File: src/rtl/uart_pkg.sv
// Shared UART definitions: FSM state encoding, default bit timing, data
// width and the parity helper. Used by both the transmit and receive ends
// so that they agree on frame format.
package uart_pkg;

  localparam int CLKS_PER_BIT_DEF = 434;  // 50 MHz / 115200 baud
  localparam int DATA_W           = 8;
  localparam int IDX_W            = $clog2(DATA_W);

  typedef enum logic [2:0] {
    IDLE   = 3'd0,
    START  = 3'd1,
    DATA   = 3'd2,
    PARITY = 3'd3,
    STOP   = 3'd4
  } uart_state_t;

  // Even parity: XOR of all data bits.
  function automatic logic even_parity(input logic [DATA_W-1:0] d);
    return ^d;
  endfunction

endpackage

File: src/rtl/uart_tx_if.sv
// Byte-stream handshake plus serial-line outputs of the UART transmitter.
// master = byte producer, slave = the transmitter.
interface uart_tx_if;
  import uart_pkg::*;

  logic [DATA_W-1:0] byte_in;
  logic              valid;
  logic              ready;
  logic              busy;
  logic              tx;

  modport master (output byte_in, valid, input ready, busy, tx);
  modport slave  (input byte_in, valid, output ready, busy, tx);

endinterface

File: src/rtl/uart_baud_gen.sv
// Bit-period counter. Counts 0..CLKS_PER_BIT-1 while enabled and pulses
// bit_done for one cycle on the last clock of each bit period, reloading
// to 0 at the same edge. clear restarts the period (used on accept).
module uart_baud_gen
  import uart_pkg::*;
#(
  parameter int CLKS_PER_BIT = CLKS_PER_BIT_DEF
) (
  input  logic clk,
  input  logic reset_n,
  input  logic clear,
  input  logic en,
  output logic bit_done
);

  localparam int            CW   = $clog2(CLKS_PER_BIT);
  localparam logic [CW-1:0] LAST = CW'(CLKS_PER_BIT - 1);

  logic [CW-1:0] cnt;

  // Free-run within a bit period, reload to 0 at each boundary.
  always_ff @(posedge clk) begin
    if (!reset_n || clear)
      cnt <= '0;
    else if (en)
      cnt <= (cnt == LAST) ? '0 : cnt + 1'b1;
  end

  assign bit_done = en && (cnt == LAST);

endmodule

File: src/rtl/uart_tx.sv
// UART transmitter: 8N1 frames, LSB first, tx idle high.
// Optional feature: define UART_TX_PARITY_EN to insert an even-parity bit
// between data bit 7 and the stop bit (frame becomes 11 bit periods).
module uart_tx
  import uart_pkg::*;
#(
  parameter int CLKS_PER_BIT = CLKS_PER_BIT_DEF
) (
  input  logic     clk,
  input  logic     reset_n,
  uart_tx_if.slave bus
);

  uart_state_t       state;
  logic [DATA_W-1:0] shreg;
  logic [IDX_W-1:0]  bit_idx;
  logic              tx_q;
  logic              ready_q;
  logic              accept;
  logic              run;
  logic              bit_done;

  assign accept = bus.valid && ready_q;
  assign run    = (state != IDLE);

  uart_baud_gen #(.CLKS_PER_BIT(CLKS_PER_BIT)) u_baud (
    .clk      (clk),
    .reset_n  (reset_n),
    .clear    (accept),
    .en       (run),
    .bit_done (bit_done)
  );

  // Frame sequencer. tx and ready are registered so each changes on the
  // same edge as the state. The shift register rotates rather than shifts,
  // so the full byte is still present when parity is needed.
  always_ff @(posedge clk) begin
    if (!reset_n) begin
      state   <= IDLE;
      tx_q    <= 1'b1;
      ready_q <= 1'b1;
      shreg   <= '0;
      bit_idx <= '0;
    end else begin
      case (state)
        IDLE: begin
          if (accept) begin
            shreg   <= bus.byte_in;
            bit_idx <= '0;
            tx_q    <= 1'b0;
            ready_q <= 1'b0;
            state   <= START;
          end
        end
        START: begin
          if (bit_done) begin
            tx_q  <= shreg[0];
            state <= DATA;
          end
        end
        DATA: begin
          if (bit_done) begin
            shreg   <= {shreg[0], shreg[DATA_W-1:1]};
            bit_idx <= bit_idx + 1'b1;
            if (bit_idx == IDX_W'(DATA_W - 1)) begin
`ifdef UART_TX_PARITY_EN
              tx_q  <= even_parity(shreg);
              state <= PARITY;
`else
              tx_q  <= 1'b1;
              state <= STOP;
`endif
            end else begin
              tx_q <= shreg[1];
            end
          end
        end
`ifdef UART_TX_PARITY_EN
        PARITY: begin
          if (bit_done) begin
            tx_q  <= 1'b1;
            state <= STOP;
          end
        end
`endif
        STOP: begin
          if (bit_done) begin
            ready_q <= 1'b1;
            state   <= IDLE;
          end
        end
        default: begin
          tx_q    <= 1'b1;
          ready_q <= 1'b1;
          state   <= IDLE;
        end
      endcase
    end
  end

  assign bus.tx    = tx_q;
  assign bus.ready = ready_q;
  assign bus.busy  = ~ready_q;

endmodule

File: src/flat_wrapper.sv
// flat-port wrapper written by rule: the top's interface ports become plain ports
module uart_tx_flat import uart_pkg::*;
#(
  parameter int CLKS_PER_BIT = CLKS_PER_BIT_DEF
)
  (clk, reset_n, bus_byte_in, bus_valid, bus_ready, bus_busy, bus_tx);
  uart_tx_if bus_i ();
  input  logic clk;
  input  logic reset_n;
  input wire logic [$bits(bus_i.byte_in)-1:0] bus_byte_in;
  input wire logic [$bits(bus_i.valid)-1:0] bus_valid;
  output wire logic [$bits(bus_i.ready)-1:0] bus_ready;
  output wire logic [$bits(bus_i.busy)-1:0] bus_busy;
  output wire logic [$bits(bus_i.tx)-1:0] bus_tx;
  assign bus_i.byte_in = bus_byte_in;
  assign bus_i.valid = bus_valid;
  assign bus_ready = bus_i.ready;
  assign bus_busy = bus_i.busy;
  assign bus_tx = bus_i.tx;
  uart_tx #(.CLKS_PER_BIT(CLKS_PER_BIT)) u_core (.clk(clk), .reset_n(reset_n), .bus(bus_i));
endmodule
File: config.mk
export PLATFORM = sky130hd
export DESIGN_NAME = uart_tx_flat
export DESIGN_NICKNAME = d
export VERILOG_FILES = /design/src/rtl/uart_pkg.sv /design/src/rtl/uart_tx_if.sv /design/src/rtl/uart_baud_gen.sv /design/src/rtl/uart_tx.sv /design/src/flat_wrapper.sv
export SDC_FILE = /design/constraint.sdc
export NUM_CORES = 1
export LEC_CHECK = 0
export ABC_AREA = 1
export BUFFER_PORTS_ARGS = -buffer_cell sky130_fd_sc_hd__buf_2
export CAP_MARGIN = 20
export CORE_UTILIZATION = 45
export DETAILED_ROUTE_END_ITERATION = 6
export GPL_TIMING_DRIVEN = 1
export PLACE_DENSITY = 0.67
export SETUP_SLACK_MARGIN = 0.3
export SLEW_MARGIN = 20
export SYNTH_ARGS = -nofsm -noshare
export SYNTH_HDL_FRONTEND = slang
export SYNTH_HIERARCHICAL = 1
export SYNTH_SLANG_ARGS = --single-unit
File: constraint.sdc
create_clock -name clk -period 5.81 [get_ports clk]
set_clock_uncertainty 0.2 [all_clocks]
set_input_delay 1.162 -clock clk [delete_from_list [all_inputs] [get_ports clk]]
set_output_delay 1.162 -clock clk [all_outputs]
set_load 0.01 [all_outputs]
### Word level (Yosys, flattened, before mapping)

Index checks and enable logic that the tools add are counted.

* register bits: 25
* bits of input ports: 11
* output and inout port bits: 3
* word-level logic and storage cells: 53

* add/subtract/negate cells: 2
* equal/unequal tests: 10
* mux-type cells: 20
* bitwise logic cells: 3
* reduce and logical (&&, ||, !) cells: 12

Operators with widths (count)
* 2-to-1 mux 3 bit: 7
* 2-to-1 mux 8 bit: 2
* one-hot mux 8 bit (2 select lines): 1
* one-hot mux 3 bit (4 select lines): 1
* adder 9 x 1 -> 9 bit, second input constant: 1
* == test 9 bit, second input constant: 1
* 2-to-1 mux 9 bit: 1
* inequality test 2 x 1 -> 1 bit, second input constant: 4
* == test 3 bit, second input constant: 2
* one-hot mux 3 bit (2 select lines): 1
* AND reduction 3 bit: 2
* 2-to-1 mux 1 bit: 5
* AND reduction 5 bit: 1
* one-hot mux 1 bit (4 select lines): 1
* AND reduction 4 bit: 1
* adder 3 x 1 -> 3 bit, second input constant: 1
* == test 3 x 1 -> 1 bit, second input constant: 1
* == test 3 x 2 -> 1 bit, second input constant: 1
* zero test 3 bit: 1
* NOT 1 bit: 3
* one-hot mux 1 bit (3 select lines): 1
* nonzero test 3 bit: 1
* logical AND 1 bit: 2
* inequality test 2 bit, second input constant: 1
* 4 further kinds: 4

### Logic depth before layout (Yosys ltp)

Gate-level depths: netlist of run 1.

* word-level depth: 4
* mapped depth: 14
* mapped depth without buffers: 14

### By module

Netlist of run 1, hierarchy kept.

By module, submodules not included
* uart_tx: times used 1, cells each 129, area each 853.3 µm², seq. area each 320.3 µm²
* uart_baud_gen: times used 1, cells each 69, area each 470.5 µm², seq. area each 180.2 µm²

### Least setup slack after synthesis of run 1

Ideal clock, no wire load.

* path type: input -> register
* start: in bus_valid
* end: reg u_core.bit_idx[0]
* library setup time: 132 ps
* data arrival time: 1804 ps
* required time: 5478 ps
* slack: 3674 ps
* stages: 7
* path buffers: 2
* cells stage by stage: nand2_1 -> nand3_1 -> buf_2 -> nand2_2 -> buf_6 -> nand2_1 -> a21oi_1

* cells in the longest elaborated chain, start to end: 3

Ends and longest elaborated chain
* start, declared: RTL line flat_wrapper.sv:11 `input wire logic [$bits(bus_i.valid)-1:0] bus_valid;`
* logical AND 1 bit: RTL line uart_tx.sv:23 `assign accept = bus.valid && ready_q;`
* inequality test 2 bit (no source line)
* AND reduction 3 bit (no source line)
* end signal, assigned: RTL line uart_tx.sv:64 `bit_idx <= bit_idx + 1'b1;`
* end, declared: RTL line uart_tx.sv:16 `logic [IDX_W-1:0] bit_idx;`

Every way passes these cells.
A chain may end at the register's enable or synchronous reset.

### Worst setup path in the final report of run 1

* start: reg u_core.state[1]
* end: reg u_core.bit_idx[2]

* cells in the longest elaborated chain, start to end: 4
* elaborated cells on any way between the ends: 9
* classes of those cells: 3 x eq/ne; 1 x mux; 5 x reduce/logical

Ends and longest elaborated chain
* start, declared: RTL line uart_tx.sv:14 `uart_state_t state;`
* start signal, assigned: RTL line uart_tx.sv:39 `state <= IDLE;`
* start signal, assigned: RTL line uart_tx.sv:52 `state <= START;`
* start signal, assigned: RTL line uart_tx.sv:58 `state <= DATA;`
* nonzero test 3 bit: RTL line uart_tx.sv:24 `assign run = (state != IDLE);`
* via u_core.run: RTL line uart_tx.sv:20 `logic run;`
* logical AND 1 bit: RTL line uart_baud_gen.sv:29 `assign bit_done = en && (cnt == LAST);`
* via u_core.bit_done: RTL line uart_tx.sv:21 `logic bit_done;`
* inequality test 2 x 1 -> 1 bit (no source line)
* AND reduction 3 bit (no source line)

The timed path passes the listed nets, and every way through them passes these cells.

==> results of run 1 <==
-- worst register-to-register path, delay by kind of cell, from the launching register on --
| kind | cells | cell delay (ps) |
|---|---|---|
| buf+inv | 3 | 370 |
| compound gates | 2 | 380 |
| simple gates | 4 | 870 |
| flops | 1 | 460 |
-- cells by family (layout without fill, tap and decap cells) --
kind of cell | Yosys count | count (layout)
xor gates and xnor gates | 4 | 4
adders and majority gates | 4 | 4
DFF | 25 | 25
buffers and inverters | 24 | 37
AOI/OAI and AO/OA | 22 | 22
and+or+nand+nor | 119 | 119
-- path summary, 6_finish.rpt --
check | startpoint | to | slack, ps | cells past startpoint
worst max-delay path | u_core/state[1] | u_core/bit_idx[2] | 3410 | 9
worst min-delay path | u_core/shreg[6] | u_core/shreg[6] | 270 | 2
worst max register to register | u_core/state[1] | u_core/bit_idx[2] | 3410 | 9
worst min register to register | u_core/shreg[6] | u_core/shreg[6] | 270 | 2
-- stage by stage --
step | util, % | cells
final | 51.4 | 242
after CTS | 51.4 | 242
after global placement | 50.4 | 238
after global routing | 51.4 | 242
after floorplan | - | 198
after detailed placement | 50.4 | 238
-- Yosys cell counts --
cell type and n:
nand2_2 3, a21oi_1 17, xnor2_1 2, xor2_1 2, inv_2 2, nand2_1 66, nor2_2 1, o21ai_4 1
nand3_1 23, clkbuf_1 1, buf_2 2, nor2_1 18, ha_1 4, nand3b_1 1, inv_1 18, dfxtp_1 25
nand4_1 5, o21ai_0 4, nor2_4 2, buf_6 1
-- sequential cells by signal, indices dropped and copies added, names as in the netlist --
register           cells
u_core/u_baud/cnt      9
u_core/shreg           8
u_core/bit_idx         3
u_core/state           3
u_core/bus.ready       1
u_core/bus.tx          1
-- metal layers --
metal	routed length (um)	up-vias	track usage [%]	part of all wire, %
met3	104	4	2.56	4.0
li1	-	660	-	-
met5	0	-	0	0
met4	37	0	9.41	1.4
met1	1290	550	23.8	49
met2	1180	34	28.9	45
-- power groups by stage --
stage / clock network [mW] / logic (mW) / registers (mW)
after floorplan: 0 / 0.209 / 0.252
after global placement: 0 / 0.243 / 0.256
after detailed placement: 0 / 0.248 / 0.258
after CTS: 0.0805 / 0.249 / 0.254
after global routing: 0.0859 / 0.293 / 0.261
final: 0.0766 / 0.250 / 0.254
-- area by class of cell --
| cell class | instances | share of cell area [%] |
|---|---|---|
| Inverter | 20 | 5.25 |
| Tap cell | 31 | 2.71 |
| Timing Repair Buffer | 13 | 4.55 |
| Clock buffer | 4 | 1.84 |
| Sequential cell | 25 | 35.0 |
| Multi-Input combinational cell | 149 | 50.6 |
==> impl_metrics.py, run 1 <==
metrics = {
    "worst_setup_path": {
        "worst-path-max-fanout": 11,
        "worstPathCellList": "inv_1, nand2_1, nand3_1, inv_1, inv_1, o21ai_4, nand2_2, nand2_1, a21oi_1",
        "critPathSlowestCell": "dfxtp_1",
        "critical_path.most_common_cell": "inv_1",
        "path_buf_inv": 3,
        "cp-end-kind": "flop",
        "crit_path_start_kind": "flop",
        "critPathKind": "flop to flop",
        "slowest_delay_ps": 460,
        "critPathTopFamily": "simple AND/OR/NAND/NOR gates",
        "required_ps": 5800,
        "critPathArrivalTime_ps": 2390,
    },
    "global_routing": {
        "grt_use_total_pct": 18.1,
        "antenna_found_initial": 0,
        "grt_max_degree": 15,
        "grt_pass1_vias": 1116,
        "grt.overflow.total": 0,
        "grt_pass1_wl_um": 4560,
    },
    "floorplan": {
        "start_util_pct": 47.6,
        "core_sq_mm": 0.00278,
        "io-pin-count": 14,
        "dieArea_sq_mm": 0.00316,
        "die_h_um": 56.2,
        "die_x_um": 56.2,
        "core.rowCount": 19,
    },
    "sta": {
        "slew_headroom_pct": 71.1,
        "setup_viol": 0,
        "fmax_ghz": 0.416,
        "fin_hold_ws_ps": 274,
        "tns_ps": 0,
        "drv_slew": 0,
        "fin_crit_sh_pct": 41.4,
        "worst_slew_pin_slew_ps": 434,
        "layout_min_cycle_time_ps": 2400,
        "hold_viol": 0,
        "rsz0062_at_grt": "no",
        "fin_ws_ps": 3410,
    },
    "detailed_routing": {
        "first_pass_iters": 6,
        "wl_um": 2610,
        "drt_iter0_drc": 55,
        "drt-wirelength-per-cell_um": 10.8,
        "drt.antenna.violating_nets": 0,
        "vias": 1248,
        "vias_per_cell": 5.16,
        "drcViolationCount": 0,
    },
    "placed_design": {
        "gp_congestion": 0.831,
        "placed_cell_area_sq_mm": 0.00140,
        "numPortBuffers": 13,
        "preCtsSetupSlack_ps": 3290,
        "place_hpwl_um": 1910,
    },
    "power_and_ir_drop": {
        "p_seq_share_pct": 43.7,
        "internal_power_mw": 0.330,
        "switching_share_pct": 43.1,
        "powerDensity_mw_per_mm2": 406,
        "p_comb_share_pct": 43.1,
        "power_leakage_nw": 0.647,
        "finalPower_mw": 0.580,
        "p_clk_share_pct": 13.2,
        "vdd_drop_max_v": 0.000274,
        "p_sw_mw": 0.250,
    },
    "yosys": {
        "ys_seq_area_share_pct": 37.8,
        "synth_compound_area_share_pct": 9.17,
        "synth_top_family_by_area": "simple AND/OR/NAND/NOR gates",
        "yosysTopAreaCell": "dfxtp_1",
        "netlist_area_sq_mm": 0.00132,
        "ys_warn_count": 6,
        "synth-xor-area-share_pct": 2.65,
        "synth.top_cell.area_share_pct": 37.8,
        "avgSynthCellArea_sq_um": 6.69,
        "syn_nets": 213,
        "ys_ff_latch": 25,
        "yosys.area_share.simple_pct": 39.0,
        "muxShareOfSynthArea_pct": 0,
        "ys_types": 20,
        "ys_top_cells_by_area": "dfxtp_1 (38%), nand2_1 (19%), nand3_1 (8.7%)",
        "postSynthCellCount": 198,
        "yosys.area_share.adder_pct": 3.78,
    },
    "final_layout": {
        "nets": 227,
        "layout-drive-gt1-share_pct": 11.8,
        "final_common_cell": "nand2_1",
        "fillers": 284,
        "post-route-cell-area_sq_mm": 0.00143,
        "seqCellArea_sq_um": 500,
        "insertedDiodeCount": 0,
        "multi_input_area_sq_um": 723,
        "syn_to_final_growth_pct": 7.94,
        "mostFrequentLayoutCells": "nand2_1 (66), dfxtp_1 (25), nand3_1 (23)",
    },
    "clock_network": {
        "insertion_delay_ps": 320,
        "clock_sinks": 25,
        "clockBufferDepth": 2,
        "clockRootBuffer": "clkbuf_4",
        "htreeDepth": 1,
        "ctsResizeCount": 0,
        "numCtsBuffers": 3,
        "cts.clk_slew.worst_paths_ps": 120,
        "post_cts_buffers": 0,
        "cts_tree": "done",
        "cts_hold_buf": 0,
    },
    "flow_run": {
        "maxCapViolCount": 0,
    },
    "hold_path": {
        "hp-class": "flop to flop",
    },
    "run_status": {
        "status": "complete, no violations",
    },
}
(Power assumes the default switching activity.)
==> inputs of run 2 (changes only) <==
- ABC_AREA: 1 -> 0
- PLACE_DENSITY: 0.67 -> 0.66
- clock period: 5.81 -> 2.37 ns (I/O delays scaled with it)
==> run 2 against run 1 <==
  * Wire length increased by 15%
  * Core utilization increased by 3.8 points
  * Hold slack got worse by 51 ps
  * Total power increased by 40%
  * Clock power increased to 2.5 times the previous value
  * Largest cell class unchanged
  * Flip-flop and latch count unchanged
  * Area after synthesis increased by 9.8%
  * Critical path depth decreased by 3
==> impl_metrics.py, run 2 <==
metrics = {
    "yosys": {
        "netlist_area_sq_mm": 0.00145,
        "synth.most_common_cell": "dfxtp_1",
        "async_reset_ff_share_pct": 0,
        "synth-edff-count": 0,
        "avgSynthCellArea_sq_um": 8.87,
        "ys_seq_area_share_pct": 34.4,
        "postSynthCellCount": 164,
        "ys_top_cells_by_area": "dfxtp_1 (34%), mux2i_1 (7.6%), a21oi_1 (4.8%)",
        "synthTopCellsByCount": "dfxtp_1 (25), a21oi_1 (14), mux2i_1 (11)",
        "yosysTopAreaCell": "dfxtp_1",
        "ys_ff_latch": 25,
        "ys_warn_count": 6,
        "syn_nets": 179,
        "ys.flop_type": "dfxtp_1",
        "ys_types": 42,
        "synth.top_cell.area_share_pct": 34.4,
    },
    "global_routing": {
        "grt_pass1_wl_um": 4710,
        "antenna_found_initial": 0,
        "grt.overflow.total": 0,
        "grt_use_total_pct": 18.0,
        "grt_max_degree": 26,
        "grt_pass1_vias": 1014,
    },
    "worst_setup_path": {
        "startpoint": "u_core/state[2]",
        "worst-path-max-fanout": 7,
        "r2r_end": "u_core/bus.tx",
        "cp-endpoint": "u_core/bus.tx",
        "required_ps": 2400,
        "cp-end-kind": "flop",
        "critPathKind": "flop to flop",
        "critPathArrivalTime_ps": 2040,
        "worstReg2RegStart": "u_core/state[2]",
        "crit_path_start_kind": "flop",
        "ff2ff_path_depth": 6,
        "rrSetupSlack_ps": 360,
    },
    "power_and_ir_drop": {
        "power_leakage_nw": 0.686,
        "p_comb_share_pct": 19.2,
        "p_clk_share_pct": 23.8,
        "p_seq_share_pct": 57.0,
        "internal_power_mw": 0.583,
        "powerDensity_mw_per_mm2": 481,
        "switching_share_pct": 28.0,
        "finalPower_mw": 0.810,
        "vdd_drop_max_v": 0.000235,
        "p_sw_mw": 0.227,
    },
    "detailed_routing": {
        "drt.antenna.violating_nets": 0,
        "drcViolationCount": 0,
        "wl_um": 3000,
        "vias_per_cell": 5.62,
        "vias": 1265,
        "drt-wirelength-per-cell_um": 13.3,
        "drt_iter0_drc": 52,
        "first_pass_iters": 4,
    },
    "floorplan": {
        "core.rowCount": 20,
        "die_x_um": 58.8,
        "die_h_um": 58.8,
        "start_util_pct": 47.6,
        "io-pin-count": 14,
        "dieArea_sq_mm": 0.00346,
        "core_sq_mm": 0.00305,
    },
    "sta": {
        "tns_ps": 0,
        "rsz0062_at_grt": "no",
        "slew_headroom_pct": 67.6,
        "setup_viol": 0,
        "fin_crit_sh_pct": 84.7,
        "worst_slew_pin_slew_ps": 486,
        "drv_slew": 0,
        "hold_viol": 0,
        "fmax_ghz": 0.498,
        "layout_min_cycle_time_ps": 2010,
    },
    "final_layout": {
        "largest_reg_flops": 9,
        "syn_to_final_growth_pct": 15.7,
        "nets": 197,
        "insertedDiodeCount": 0,
        "mostFrequentLayoutCells": "dfxtp_1 (24), a21oi_1 (14), buf_2 (13)",
        "regMostFlops": "u_core/u_baud/cnt",
        "top_regs": "u_core/u_baud/cnt x9, u_core/shreg x8",
        "layout-drive-gt1-share_pct": 25.4,
        "final_common_cell": "dfxtp_1",
        "fillers": 293,
    },
    "clock_network": {
        "clockRootBuffer": "clkbuf_4",
        "clock_sinks": 25,
        "insertion_delay_ps": 320,
        "clockBufferDepth": 2,
        "numCtsBuffers": 3,
        "cts_tree": "done",
        "cts_hold_buf": 0,
        "htreeDepth": 1,
        "cts.clk_slew.worst_paths_ps": 140,
    },
    "hold_path": {
        "hp-class": "input pin to flop",
    },
    "placed_design": {
        "gp_congestion": 0.791,
        "place_hpwl_um": 1880,
        "numPortBuffers": 13,
    },
    "flow_run": {
        "maxCapViolCount": 0,
    },
    "run_status": {
        "status": "complete, no violations",
    },
}
-- run 2: cell count changes after synthesis, sizes merged, moves of 4 or more --
cell	delta
mux2i	+11
a21o	+9
buf	+7
inv	-17
nand2	-59
nand3	-16
nor3	+4
nand2b	+6
nor2	-13
o221ai	+8
-- run 2: worst max-delay path, cell delays in order, from the launching register on --
cell and delay (ps):
dfxtp_1 340, or3_4 440, nand3_4 130, nor2_4 70, buf_4 130, o32ai_2 280, mux2_4 320
-- run 2: how the worst min path moves through the flow --
stage / slack, ps / start / to / cells after the start
global placement: 250 / u_core/bit_idx[1] / u_core/bit_idx[1] / 2
global route: 220 / bus_byte_in[0] / u_core/shreg[0] / 3
CTS: 210 / bus_byte_in[2] / u_core/shreg[2] / 3
finish: 220 / bus_byte_in[2] / u_core/shreg[2] / 3
detailed placement: 260 / u_core/bit_idx[2] / u_core/bit_idx[2] / 2
floorplan: 240 / u_core/bit_idx[1] / u_core/bit_idx[1] / 2
-- run 2: layer usage --
layer	vias to the layer above	GRT usage (%)	part of all wire, %
met5	-	0	0
met1	585	26.2	51
met2	31	26.1	44
li1	641	-	-
met3	8	2.64	3.2
met4	0	8.50	1.8
-- run 2: area by class of cell --
type                            instances  area, sq um  share of cell area, %
Multi-Input combinational cell        123          918                   54.6
Sequential cell                        25          504                   30.0
Timing Repair Buffer                   26          166                   9.89
Tap cell                               44         55.1                   3.27
Clock buffer                            3         22.5                   1.34
Inverter                                3         11.3                  0.669
Clock inverter                          1         5.00                  0.297
-- run 2: through the flow --
step                utilization, %  std cells  instance area (sq um)  hold slack, ps  setup WS, ps
floorplan                        -        164                   1510             238           224
global placement              51.7        215                   1580             247           176
detailed placement            51.7        215                   1580             256           110
CTS                           53.1        219                   1620             213           317
global route                  55.1        225                   1680             219           299
finish                        55.1        225                   1680             223           363
-- run 2: logic make-up (layout without fill, tap and decap cells) --
kind of cell,count (synthesis),count (layout),share of synthesized area (%)
buffers and inverters,17,33,7.23
flip-flops,25,25,34.4
XOR/XNOR,6,6,3.62
AND/OR/NAND/NOR,52,52,19.9
AO/OA/AOI/OAI,48,49,23.1
multiplexers,12,12,8.35
adder cells (fa/ha/maj),4,4,3.44
-- run 2: repair_timing --
item	4_1_cts	5_1_grt
pin swaps	0	2
gates cloned	0	1
setup endpoints to repair	11	12
setup buffers	0	5
gates resized for setup	3	5
-- run 2: power groups by stage --
stage / combinational, mW / sequential [mW] / clock, mW
3_3_place_gp: 0.142 / 0.470 / 0
5_1_grt: 0.170 / 0.464 / 0.218
6_report: 0.156 / 0.461 / 0.193
2_1_floorplan: 0.114 / 0.471 / 0
3_5_place_dp: 0.145 / 0.471 / 0
4_1_cts: 0.150 / 0.461 / 0.206
